==> config.mk <==
export PLATFORM = sky130hd
export DESIGN_NAME = instr_fetch
export DESIGN_NICKNAME = d
export VERILOG_FILES = /design/src/rtl/instr_fetch.sv
export SDC_FILE = /design/constraint.sdc
export NUM_CORES = 1
export LEC_CHECK = 0
export CAP_MARGIN = 20
export CORE_UTILIZATION = 51
export DETAILED_ROUTE_END_ITERATION = 7
export PLACE_DENSITY = 0.88
export SLEW_MARGIN = 20
export SYNTH_ARGS = -nofsm -noshare
export SYNTH_HDL_FRONTEND = slang
export SYNTH_SLANG_ARGS = --single-unit
==> constraint.sdc <==
create_clock -name clk -period 4.52 [get_ports clk]
set_clock_uncertainty 0.1 [all_clocks]
set_input_delay 0.452 -clock clk [delete_from_list [all_inputs] [get_ports clk]]
set_output_delay 0.452 -clock clk [all_outputs]
set_load 0.02 [all_outputs]
==> src/rtl/instr_fetch.sv <==
// Instruction fetch unit: requests one word per FETCH, presents it in HOLD,
// and selects the next PC (jump > branch > sequential) when downstream releases it.
module instr_fetch #(
    parameter logic [31:0] RESET_PC = 32'h0000_0000
) (
    input  logic        clk,
    input  logic        rst_n,
    output logic        imem_req,
    output logic [31:0] imem_addr,
    input  logic        imem_ready,
    input  logic [31:0] imem_rdata,
    input  logic        stall,
    input  logic        pc_src,
    input  logic        pc_j,
    output logic [31:0] instr,
    output logic [5:0]  opcode,
    output logic [5:0]  func,
    output logic [31:0] pc_out,
    output logic        instr_valid,
    output logic [31:0] instr_count
);

    typedef enum logic {FETCH, HOLD} state_t;

    state_t      state;
    logic [31:0] pc;
    logic [31:0] pc_plus4;
    logic [31:0] br_off;
    logic [31:0] next_pc;

    assign imem_addr = pc;
    assign opcode    = instr[31:26];
    assign func      = instr[5:0];

    always_comb begin
        pc_plus4 = pc_out + 32'd4;
        br_off   = {{14{instr[15]}}, instr[15:0], 2'b00};
        next_pc  = pc_plus4;
        if (pc_j)
            next_pc = {pc_plus4[31:28], instr[25:0], 2'b00};
        else if (pc_src)
            next_pc = pc_plus4 + br_off;
    end

    // imem_req is registered so it is low throughout reset; the first FETCH
    // cycle after reset only raises it, so stale ready/data cannot be captured.
    always_ff @(posedge clk or negedge rst_n) begin
        if (!rst_n) begin
            state       <= FETCH;
            pc          <= RESET_PC;
            imem_req    <= 1'b0;
            instr       <= '0;
            pc_out      <= RESET_PC;
            instr_valid <= 1'b0;
            instr_count <= '0;
        end else begin
            case (state)
                FETCH: begin
                    if (!imem_req) begin
                        imem_req <= 1'b1;
                    end else if (imem_ready) begin
                        instr       <= imem_rdata;
                        pc_out      <= pc;
                        instr_valid <= 1'b1;
                        imem_req    <= 1'b0;
                        state       <= HOLD;
                    end
                end
                HOLD: begin
                    if (!stall) begin
                        pc          <= next_pc;
                        instr_count <= instr_count + 32'd1;
                        instr_valid <= 1'b0;
                        imem_req    <= 1'b1;
                        state       <= FETCH;
                    end
                end
            endcase
        end
    end

endmodule

==> results.toml, run 1 <==
[timing]
relSlewSlack = 0.332
slew_viol_final = 0
hold_violations = 1
fin_tns_setup_ns = 0
rsz0062_at_grt = "false"
tightest_slew_ns = 1.00
finalCritPeriodShare = 0.894
worst_slack_ns = 0.481
min_period_ns = 4.04
max_freq_ghz = 0.248
setup_viol = 0
hold_slack_ns = -0.00184

[grt]
overflow = 0
grt_pass1_wl_um = 36400
grt_max_degree = 107
grt_usage = 0.298
grt_pass1_vias = 6888
antenna_found_initial = 0

[setup_path]
crit_chain = "nand4_1 > or3_1 > nor2_1 > nand2_1 > xnor2_1 > ha_1 > a21oi_1 > o21ai_0 > o21bai_1 > a211oi_1 > o31ai_1 > or4_1 > o2111ai_1 > nand3_1"
critPathMaxFanout = 8
worstSetupStartpointType = "flip-flop"
path_class = "reg -> reg"
required_ns = 4.71
critPathSlowestCell = "dfrtp_1"
crit_arrival_ns = 4.23
r2r_slack_ns = 0.48
critical_path.max_stage_delay_ns = 0.53
end_kind = "flip-flop"

[floorplanning]
die_area_um2 = 15800
core_um2 = 14700
die_h_um = 126
pin_count = 180
dieWidth_um = 126
rows = 44
start_util = 0.530

[clock_network]
cts_tree = "yes"
numCtsBuffers = 17
post_cts_resized = 0
postCtsHoldBufs = 0
root_buffer = "clkbuf_16"
clk_latency_ns = 0.43
cts.path.max_buffers = 2
cts.clk_slew.worst_paths_ns = 0.06
clock-sinks = 131
htreeDepth = 4
cts_setup_buffers = 0

[yosys]
syn-cell-area_um2 = 7790
async_reset_ff_frac = 1.00
yosys_register_bits = 131
seq_area_frac_synth = 0.421
yosysWarnings = 0
synth_edf_count = 0
syn_nets = 873
ys.flop_type = "dfrtp_1"
yosys.area.top_type = "dfrtp_1"
syn_inst = 796
synth.area.top_cells = "dfrtp_1 (42%), mux2_2 (9.4%), ha_1 (6.1%), xnor2_1 (6.1%), nand2_1 (4.1%)"
avgSynthCellArea_um2 = 9.79
yosys-top-cells-count = "dfrtp_1 (131), nand2_1 (86), mux2_2 (65)"
ys_types = 60
netlist.area_leader.share = 0.421
synth.most_common_cell = "dfrtp_1"

[routing]
drt-pass1-iter-count = 8
drt.antenna.violating_nets = 0
drc_errors = 12
drtIter0Drc = 452
vias = 6959
vias_per_cell = 6.04
drt_wl_total_um = 23000
wl_per_cell_um = 19.9

[outcome]
status = "complete, but fails checks"
violations = "design-rule violations, negative hold slack"

[place]
post-place-ws_ns = 0.557
place_hpwl_um = 15700
place_congestion = 0.922
io_buffers = 179
placed_area_um2 = 9650

[cells_and_area]
syn_to_final_growth_pct = 32.3
final-seq-area_um2 = 3280
n_antenna_cell = 0
fillerInstances = 1057
drive_gt1_frac = 0.119
multi_input_area_um2 = 4260
final_area_um2 = 10300
fin_util = 0.701
nets = 1033

[pwr]
p_leak_nw = 4.41
power.density_nw_per_um2 = 846
ir_drop_v = 0.000609
p_total_mw = 8.72

[worst_hold_path]
hp-class = "in -> async"

[flow_run]
drv_cap = 0
[kinds of logic (layout without fill, tap and decap cells)]
kind of cell | Yosys count | count (layout) | share of synthesized area
buffers and inverters | 55 | 228 | 0.0331
multiplexers | 70 | 70 | 0.100
XOR/XNOR | 76 | 76 | 0.0854
AND/OR/NAND/NOR | 251 | 251 | 0.154
flip-flops | 131 | 131 | 0.421
AO/OA/AOI/OAI | 174 | 174 | 0.143
adder cells (fa/ha/maj) | 39 | 39 | 0.0636
[registers in the layout, indices dropped and copies added, names as in the netlist]
signal and cells:
imem_req 1, state 1, imem_addr 32, instr_count 32
instr 32, instr_valid 1, pc_out 32
[per-layer routing]
metal  wire length (µm)  global-route usage  vias up
met5                  0                   0        -
met4                672               0.121        0
met3               1860              0.0735       56
met2              11300               0.492      327
met1               9140               0.375     3397
li1                   -                   -     3179
[critical path: cells and delay by family (launching register included)]
| family | cells | cell delay [ns] |
|---|---|---|
| DFF | 1 | 0.53 |
| and+or+nand+nor | 6 | 1.45 |
| AOI/OAI and AO/OA | 6 | 1.15 |
| adders and majority gates | 1 | 0.34 |
| xor gates and xnor gates | 1 | 0.32 |
[placed cells by master, fill, tap and decap left out, drive strengths merged, types with 5 or more instances in the layout]
cell,n
a211oi,12
a21o,14
a21oi,46
a31oi,8
and2,6
and3,17
buf,9
clkbuf,17
clkdlybuf4s50,178
clkinv,8
dfrtp,131
ha,38
inv,9
mux2,65
mux2i,5
nand2,86
nand3,35
nand4,21
nor2,47
nor3,12
o211ai,10
o21a,7
o21ai,45
o21bai,7
o31ai,5
or3,8
xnor2,54
xor2,22
[stage by stage]
step,hold slack (ns),cells
3_3_place_gp,0.355,1120
6_report,-0.00184,1153
2_1_floorplan,0.0564,796
5_1_grt,0.112,1153
3_5_place_dp,0.371,1120
4_1_cts,0.0861,1152
[layout make-up]
cell class	count	area share
inverter	9	0.00328
clock inverter	15	0.0199
timing repair buffer	187	0.182
multi-input combinational	610	0.413
tap	184	0.0223
sequential	131	0.318
clock buffer	17	0.0413
[path summary, 6_finish.rpt]
kind	from	end	depth (start not counted)
setup / recovery	pc_out[4]	imem_addr[26]	14
hold / removal	rst_n	pc_out[28]	1
setup reg to reg	pc_out[4]	imem_addr[26]	14
hold reg to reg	instr_count[31]	instr_count[31]	1
max in group asynchronous	rst_n	instr[31]	2
min in group clk	instr_count[31]	instr_count[31]	1
[where the power goes]
group / total [mW] / leakage, nW / switching [mW] / internal, mW
registers: 2.24 / 1.63 / 0.634 / 1.60
clock network: 1.48 / 0.300 / 0.555 / 0.926
logic: 5.01 / 2.48 / 2.71 / 2.30
total: 8.72 / 4.41 / 3.90 / 4.83
Note: power is estimated with default switching activity, not from simulation.
==> run 2, diff against run 1 <==
Settings changed: CTS_CLUSTER_DIAMETER set to 50.
==> results of run 2 <==
Same layout as run 1: the final DEF is identical, and so are final timing and power.
